File: config.mk
export PLATFORM = sky130hd
export DESIGN_NAME = fir_result_fifo_flat
export DESIGN_NICKNAME = d
export VERILOG_FILES = /design/src/rtl/fir_result_fifo_if.sv /design/src/rtl/fir_result_fifo.sv /design/src/flat_wrapper.sv
export SDC_FILE = /design/constraint.sdc
export NUM_CORES = 1
export LEC_CHECK = 0
export ABC_AREA = 1
export BUFFER_PORTS_ARGS = -buffer_cell sky130_fd_sc_hd__buf_2
export CORE_MARGIN = 1
export CORE_UTILIZATION = 30
export DETAILED_ROUTE_END_ITERATION = 8
export PLACE_DENSITY = 0.46
export SYNTH_ARGS = -nofsm -noshare
export SYNTH_HDL_FRONTEND = slang
export SYNTH_SLANG_ARGS = --single-unit
File: constraint.sdc
create_clock -name clk -period 5.29 [get_ports clk]
set_clock_uncertainty 0.1 [all_clocks]
set_input_delay 0.7935 -clock clk [delete_from_list [all_inputs] [get_ports clk]]
set_output_delay 0.7935 -clock clk [all_outputs]
set_load 0.02 [all_outputs]
File: src/rtl/fir_result_fifo_if.sv
// Result stream bundle between FIR_top, the result FIFO and its consumer.
// master = filter/consumer side, slave = FIFO side.
interface fir_result_fifo_if #(
    parameter int WIDTH      = 32,
    parameter int DEPTH_LOG2 = 4
);
    logic [WIDTH-1:0]    in_data;
    logic                in_valid;
    logic [WIDTH-1:0]    out_data;
    logic                out_valid;
    logic                out_ready;
    logic [DEPTH_LOG2:0] level;
    logic                warm;
    logic                overflow;

    modport master (
        output in_data, in_valid, out_ready,
        input  out_data, out_valid, level, warm, overflow
    );

    modport slave (
        input  in_data, in_valid, out_ready,
        output out_data, out_valid, level, warm, overflow
    );
endinterface

File: src/rtl/fir_result_fifo.sv
// Show-ahead circular FIFO behind FIR_top: drops the first WARMUP results, then buffers.
// Optional FIFO_OVF_COUNT_EN adds a saturating 16-bit dropped-result counter port.
module fir_result_fifo #(
    parameter int WIDTH      = 32,
    parameter int DEPTH_LOG2 = 4,
    parameter int WARMUP     = 440
) (
    input  logic             clk,
    input  logic             rst,
    fir_result_fifo_if.slave bus
`ifdef FIFO_OVF_COUNT_EN
   ,output logic [15:0]      ovf_count
`endif
);
    localparam int DEPTH = 1 << DEPTH_LOG2;
    localparam int AW    = (DEPTH_LOG2 > 0) ? DEPTH_LOG2 : 1;
    localparam int CW    = (WARMUP > 0) ? $clog2(WARMUP + 1) : 1;
    localparam logic [DEPTH_LOG2:0] FULL_XOR = DEPTH[DEPTH_LOG2:0];
    localparam logic [DEPTH_LOG2:0] PTR_ONE  = 1;

    logic [WIDTH-1:0]    mem [DEPTH];
    logic [DEPTH_LOG2:0] wr_ptr, rd_ptr;
    logic [AW-1:0]       wr_addr, rd_addr;
    logic [CW-1:0]       wu_cnt;
    logic                warm_q, ovf_q;
    logic                empty, full, push, pop, drop;

    generate
        if (DEPTH_LOG2 > 0) begin : g_addr
            assign wr_addr = wr_ptr[AW-1:0];
            assign rd_addr = rd_ptr[AW-1:0];
        end else begin : g_addr_single
            assign wr_addr = '0;
            assign rd_addr = '0;
        end
    endgenerate

    assign empty = (wr_ptr == rd_ptr);
    assign full  = ((wr_ptr ^ rd_ptr) == FULL_XOR);
    assign pop   = !empty && bus.out_ready;
    assign push  = bus.in_valid && warm_q && (!full || pop);
    assign drop  = bus.in_valid && warm_q && full && !pop;

    // Memory is never reset, so gate the head with empty to present 0 after reset.
    assign bus.out_valid = !empty;
    assign bus.out_data  = empty ? '0 : mem[rd_addr];
    assign bus.level     = wr_ptr - rd_ptr;
    assign bus.warm      = warm_q;
    assign bus.overflow  = ovf_q;

    always_ff @(posedge clk) begin
        if (push)
            mem[wr_addr] <= bus.in_data;
    end

    always_ff @(posedge clk or posedge rst) begin
        if (rst) begin
            wr_ptr <= '0;
            rd_ptr <= '0;
            ovf_q  <= 1'b0;
        end else begin
            if (push)
                wr_ptr <= wr_ptr + PTR_ONE;
            if (pop)
                rd_ptr <= rd_ptr + PTR_ONE;
            if (drop)
                ovf_q <= 1'b1;
        end
    end

    // The sample that brings the count to WARMUP is itself discarded.
    always_ff @(posedge clk or posedge rst) begin
        if (rst) begin
            wu_cnt <= '0;
            warm_q <= (WARMUP == 0);
        end else if (!warm_q && bus.in_valid) begin
            wu_cnt <= wu_cnt + CW'(1);
            if (wu_cnt == CW'(WARMUP - 1))
                warm_q <= 1'b1;
        end
    end

`ifdef FIFO_OVF_COUNT_EN
    always_ff @(posedge clk or posedge rst) begin
        if (rst)
            ovf_count <= '0;
        else if (drop && ovf_count != 16'hFFFF)
            ovf_count <= ovf_count + 16'd1;
    end
`endif
endmodule

File: src/flat_wrapper.sv
// flat-port wrapper written by rule: the top's interface ports become plain ports
module fir_result_fifo_flat 
#(
    parameter int WIDTH      = 32,
    parameter int DEPTH_LOG2 = 4,
    parameter int WARMUP     = 440
)
  (clk, rst, bus_in_data, bus_in_valid, bus_out_ready, bus_out_data, bus_out_valid, bus_level, bus_warm, bus_overflow);
  fir_result_fifo_if #(.WIDTH(WIDTH), .DEPTH_LOG2(DEPTH_LOG2)) bus_i ();
  input  logic clk;
  input  logic rst;
  input wire logic [$bits(bus_i.in_data)-1:0] bus_in_data;
  input wire logic [$bits(bus_i.in_valid)-1:0] bus_in_valid;
  input wire logic [$bits(bus_i.out_ready)-1:0] bus_out_ready;
  output wire logic [$bits(bus_i.out_data)-1:0] bus_out_data;
  output wire logic [$bits(bus_i.out_valid)-1:0] bus_out_valid;
  output wire logic [$bits(bus_i.level)-1:0] bus_level;
  output wire logic [$bits(bus_i.warm)-1:0] bus_warm;
  output wire logic [$bits(bus_i.overflow)-1:0] bus_overflow;
  assign bus_i.in_data = bus_in_data;
  assign bus_i.in_valid = bus_in_valid;
  assign bus_i.out_ready = bus_out_ready;
  assign bus_out_data = bus_i.out_data;
  assign bus_out_valid = bus_i.out_valid;
  assign bus_level = bus_i.level;
  assign bus_warm = bus_i.warm;
  assign bus_overflow = bus_i.overflow;
  fir_result_fifo #(.WIDTH(WIDTH), .DEPTH_LOG2(DEPTH_LOG2), .WARMUP(WARMUP)) u_core (.clk(clk), .rst(rst), .bus(bus_i));
endmodule
Word-level counts from Yosys, hierarchy flattened --
Memories as Yosys holds them, arrays and structs flattened. Cells that the tools add are included.
Operators by class: add/subtract/negate cells 4, equal/unequal tests 3, multiplexer cells 3, bitwise logic cells 1, reduce and logical (&&, ||, !) cells 12
Operator list (count):
- 32-bit two-way mux | 1
- 5-bit by 1-bit adder with 5-bit output (second input constant) | 2
- 9-bit by 1-bit adder with 9-bit output (second input constant) | 1
- 9-bit == test (second input constant) | 1
- 1-bit logical AND | 6
- 5-bit == test | 1
- 5-bit == test (second input constant) | 1
- 5-bit subtractor | 1
- 5-bit XOR | 1
- 1-bit zero test | 4
- 1-bit two-way mux | 2
- 2-bit AND reduction | 1
- 1-bit logical OR | 1
Word-level totals: flip-flop bits (word level) 21, RAM bits 512, input bits 36, logic and storage cells 29, memories 1
Memory list:
- u_core.mem | words 16, width 32, rd ports 1, clocked after Yosys merged registers in 0, write ports 1, RTL line fir_result_fifo.sv:21 | logic [WIDTH-1:0] mem [DEPTH];

Logic depth before layout (Yosys ltp) --
word-level depth 7, mapped depth 11, depth with buffers taken out 8

Worst setup path after synthesis --
OpenSTA, ideal clock, no wires.
kind register to register, from reg u_core.rd_ptr[2], to mem u_core.mem[11][0] (enable), library setup time 0.421 ns, arrival time 3.260 ns, setup slack 1.509 ns, stages on the path, launching flop included 10, path buffers 2, period minus slack after synthesis 3.781 ns, cells stage by stage dfrtp_1 -> buf_2 -> clkinv_1 -> clkbuf_1 -> ha_1 -> nand2_1 -> nor2_1 -> a31oi_2 -> nand3_1 -> nor2_1
Between the ends: longest elaborated chain between the ends 7
Ends and longest elaborated chain:
- from (decl) | RTL line fir_result_fifo.sv:22 | logic [DEPTH_LOG2:0] wr_ptr, rd_ptr;
- from (signal assigned) | RTL line fir_result_fifo.sv:65 | rd_ptr <= rd_ptr + PTR_ONE;
- 5-bit XOR or 5-bit == test (tied branches) | RTL line fir_result_fifo.sv:39, fir_result_fifo.sv:38
- 5-bit == test or 1-bit zero test (tied branches) | RTL line fir_result_fifo.sv:39, fir_result_fifo.sv:40
- 1-bit zero test or 1-bit logical AND (tied branches) | RTL line fir_result_fifo.sv:41, fir_result_fifo.sv:40
- 1-bit logical OR (*) | RTL line fir_result_fifo.sv:41 | assign push = bus.in_valid && warm_q && (!full || pop);
- 1-bit logical AND (*) | RTL line fir_result_fifo.sv:41
- 1-bit two-way mux (*) | RTL line fir_result_fifo.sv:52 | if (push)
- 1-bit two-way mux (not written as such) (*) | RTL line fir_result_fifo.sv:53 | mem[wr_addr] <= bus.in_data;
- to (decl) | RTL line fir_result_fifo.sv:21
Mark *: on every way between the ends. The rest lies on a longest branch, timed or not.

Worst setup path after layout --
from reg u_core.rd_ptr[1], to out bus_out_data[29]
Between the ends: longest elaborated chain between the ends 2
Ends and longest elaborated chain:
- memory read 16 x 32 bit or 5-bit == test (tied branches)
- 32-bit two-way mux (*) | RTL line fir_result_fifo.sv:46 | assign bus.out_data = empty ? '0 : mem[rd_addr];
- to (decl) | RTL line flat_wrapper.sv:15 | output wire logic [$bits(bus_i.out_data)-1:0] bus_out_data;
Marks and branches as above.

==> summary.md <==
| Metric | Value |
|---|---|
| Largest cells by area after synthesis | `edfxtp_1 66%, nand2_1 15%, inv_1 5.9%` |
| Post-Syn Instances | `2276` |
| # setup viols final | `0` |
| Slew Limit Fails | `0` |
| Core area | `76300 um2` |
| R2R Path Start | `u_core.rd_ptr[1]` |
| Crit share post-route | `85.8%` |
| Sequential Power Share | `roughly 38%` |
| Startpoint Class | `register` |
| VDD IR max | `0.000291 V` |
| Power share of the combinational group | `33.3%` |
| Pint | `between 8 and 9 mW` |
| Seq/Total Area, Yosys | `68.3%` |
| CP max FO | `between 60 and 70` |
| Fin crit period | `roughly 4.5 ns` |
| Final core occ | `34.8%` |
| Flop2flop setup slack | `1.31 ns` |
| Num rows | `101` |
| Final net count | `2382` |
| CTS sink cnt | `533` |
| Area after DPL | `24800 um2` |
| Fraction of power spent switching nets | `37.8%` |
| Crit path launch | `u_core.rd_ptr[1]` |
| Power, Total | `13.0 mW` |
| Initial DRC count | `973` |
| Max H-tree Level | `2` |
| First-pass DRT Iterations | `5` |
| Hold_buf cts | `0` |
| Clk buf depth | `3` |
| Syn Nets | `roughly 2300` |
| Post-synthesis register bit count | `533` |
| Root buf cell | `clkbuf_16` |
| Area growth syn-to-layout | `13.9%` |
| Layout cells sized above 1 | `8.83%` |
| Setup WS post-layout | `around 0.75 ns` |
| Number of global-route vias before repair | `14800` |
| Grt total ovfl | `0` |
| Max Cap Viol | `0` |
| Setup bufs post-CTS | `0` |
| Setup TNS | `0 ns` |
| Net Switching | `around 4.9 mW` |
| Slowest CP cell | `dfrtp_4` |
| Worst EP required | `4.40 ns` |
| CP most frequent cell | `nand2_1` |
| Post-CTS Resized | `0` |
| GRT Total Usage | `15.5%` |
| Io pins | `76` |
| CTS tree | `yes` |
| Min-delay worst type | `in2async` |
| CP Class | `reg2out` |
| Fillers | `7751` |
| Dpl ws | `about 1.3 ns` |
| FMAX | `between 200 and 250 MHz` |
| Post-synth EDFFs | `512` |
| Critical Path Stages | `8` |
| Yosys warns | `0` |
| Clock-pin slew on the worst setup and hold paths | `roughly 0.06 ns` |
| Clk pwr share | `29.1%` |
| Endpoint type of the worst setup path | `output pin` |
| Worst-Margin Slew | `1.28 ns` |
| Via count | `15000` |
| First-pass GRT wire length | `92000 um` |
| Area leader, netlist | `edfxtp_1` |
| Synth top area share | `66.0%` |
| Routed len/inst | `about 18 um` |
| Drt drc | `0` |
| Worst skew pair latency | `0.59 ns` |
| Ys async rst share | `3.94%` |
| Final hold violation count | `0` |
| CTS Buf Count | `57` |
| RSZ-0062 raised after global routing | `false` |
| Die area | `slightly below 80000 um2` |
| Worst Setup EP | `bus_out_data[29]` |
| Mean post-synth cell area | `a little over 10 um2` |
| Synth Flop Type | `edfxtp_1` |
| Antenna-violating nets left | `0` |
| GPL Wtd Cong | `0.739` |
| Post-Synthesis Cell Area | `23300 um2` |
| Status | `finished clean` |
| Critical-path cell list | `buf_4 > nand3_1 > nand2_1 > nand2_1 > nand2_1 > inv_1 > a21oi_1 > buf_2` |
| Slowest stage delay, CP | `1.05 ns` |
| Initial antenna violation count | `2` |
| DIE WIDTH | `281 um` |
| Starting Density | `30.5%` |
| Largest net degree at the start of global routing | `146` |
| PortBufs | `75` |
| Fin area | `26500 um2` |
| Delay-heaviest family, CP | `buffers and inverters` |
| WP buf/inv | `3` |
| Synth cell types | `29` |
| LEAKAGE | `11.2 nW` |
| Die H | `about 280 um` |
| Reg-to-Reg End | `u_core.mem[10][23]` |
| R2R depth | `8` |
| Routed vias/inst | `4.39` |
| Headroom to the max-slew limit | `14.4%` |
| Routed wire length | `59900 um` |
| Final HPWL DP | `32800 um` |
| Critical path arrival | `3.65 ns` |
| PD cells | `490 nW/um2` |
area by class of cell:
class / instances / area [um2] / area share, %
Clock inverter: 39 / 297 / 1.12
Multi-Input combinational cell: 1266 / 5500 / 20.7
Tap cell: 1030 / 1290 / 4.86
Timing Repair Buffer: 104 / 668 / 2.52
Antenna cell: 1 / 2.50 / 0.00943
Sequential cell: 533 / 15900 / 60.0
Inverter: 373 / 1420 / 5.33
Clock buffer: 64 / 1450 / 5.47
synth_stat cells (2+ instances only):
library cell / n
inv_2: 3
nand2_1: 900
nand4_1: 2
o21ai_0: 4
inv_1: 368
nand3_1: 265
buf_6: 15
buf_2: 57
nor3_1: 2
xor2_1: 14
buf_4: 11
clkbuf_1: 17
ha_1: 10
xnor2_1: 6
nor2_1: 20
edfxtp_1: 512
a21oi_1: 35
buf_1: 4
dfrtp_1: 21
routing by layer:
layer / share of wire [%] / vias to the layer above / GRT usage, %
met5: 0.042 / - / 0
met4: 1.9 / 4 / 3.67
met3: 4.1 / 84 / 2.34
met2: 47 / 248 / 25.3
met1: 47 / 7222 / 21.5
li1: - / 7401 / -
sequential cells by signal (all words and copies together), names as in the netlist:
name / cells
u_core.mem: 512
u_core.wu_cnt: 9
u_core.rd_ptr: 5
u_core.wr_ptr: 5
u_core.bus.overflow: 1
u_core.bus.warm: 1
how the worst min path moves through the flow:
| stage | start | depth (start not counted) | endpoint |
|---|---|---|---|
| 2_1_floorplan | u_core.wu_cnt[5] | 1 | u_core.wu_cnt[5] |
| 3_3_place_gp | u_core.bus.overflow | 1 | u_core.bus.overflow |
| 3_5_place_dp | u_core.bus.overflow | 1 | u_core.bus.overflow |
| 4_1_cts | rst | 2 | u_core.wr_ptr[1] |
| 5_1_grt | rst | 2 | u_core.wu_cnt[3] |
| 6_report | rst | 2 | u_core.wu_cnt[2] |
power groups by stage:
stage / logic [mW] / clock network (mW) / registers [mW]
after floorplan: 3.21 / 0 / 4.80
after global placement: 4.42 / 0 / 4.97
after detailed placement: 4.42 / 0 / 4.97
after CTS: 4.43 / 3.90 / 4.89
after global routing: 4.87 / 4.04 / 4.90
final: 4.32 / 3.79 / 4.88
cell usage in the layout (no fill, tap or decap), drive strengths merged:
cell type,count
edfxtp,512
a31o,1
nand2,900
nand3,265
diode,1
bufinv,4
nand4,2
inv,374
nand3b,1
o21ai,4
nor3,3
xor2,14
buf,104
ha,10
dfrtp,21
fa,1
clkinv,31
clkinvlp,3
a31oi,1
clkbuf,64
xnor2,6
and3,1
a21oi,35
nor2,21
o21bai,1
per-stage QoR:
step	hold WS, ns	std cells
5_1_grt	0.328	3409
2_1_floorplan	0.345	2276
3_5_place_dp	0.361	3306
4_1_cts	0.265	3409
6_report	0.280	3410
3_3_place_gp	0.361	3306
cell families after synthesis:
| family | count (synthesis) | synth area share [%] |
|---|---|---|
| AO/OA/AOI/OAI | 42 | 0.961 |
| XOR/XNOR | 20 | 0.752 |
| adder cells (fa/ha/maj) | 11 | 0.623 |
| buffers and inverters | 477 | 8.66 |
| flip-flops | 533 | 68.3 |
| AND/OR/NAND/NOR | 1193 | 20.7 |
(Power assumes the default switching activity.)
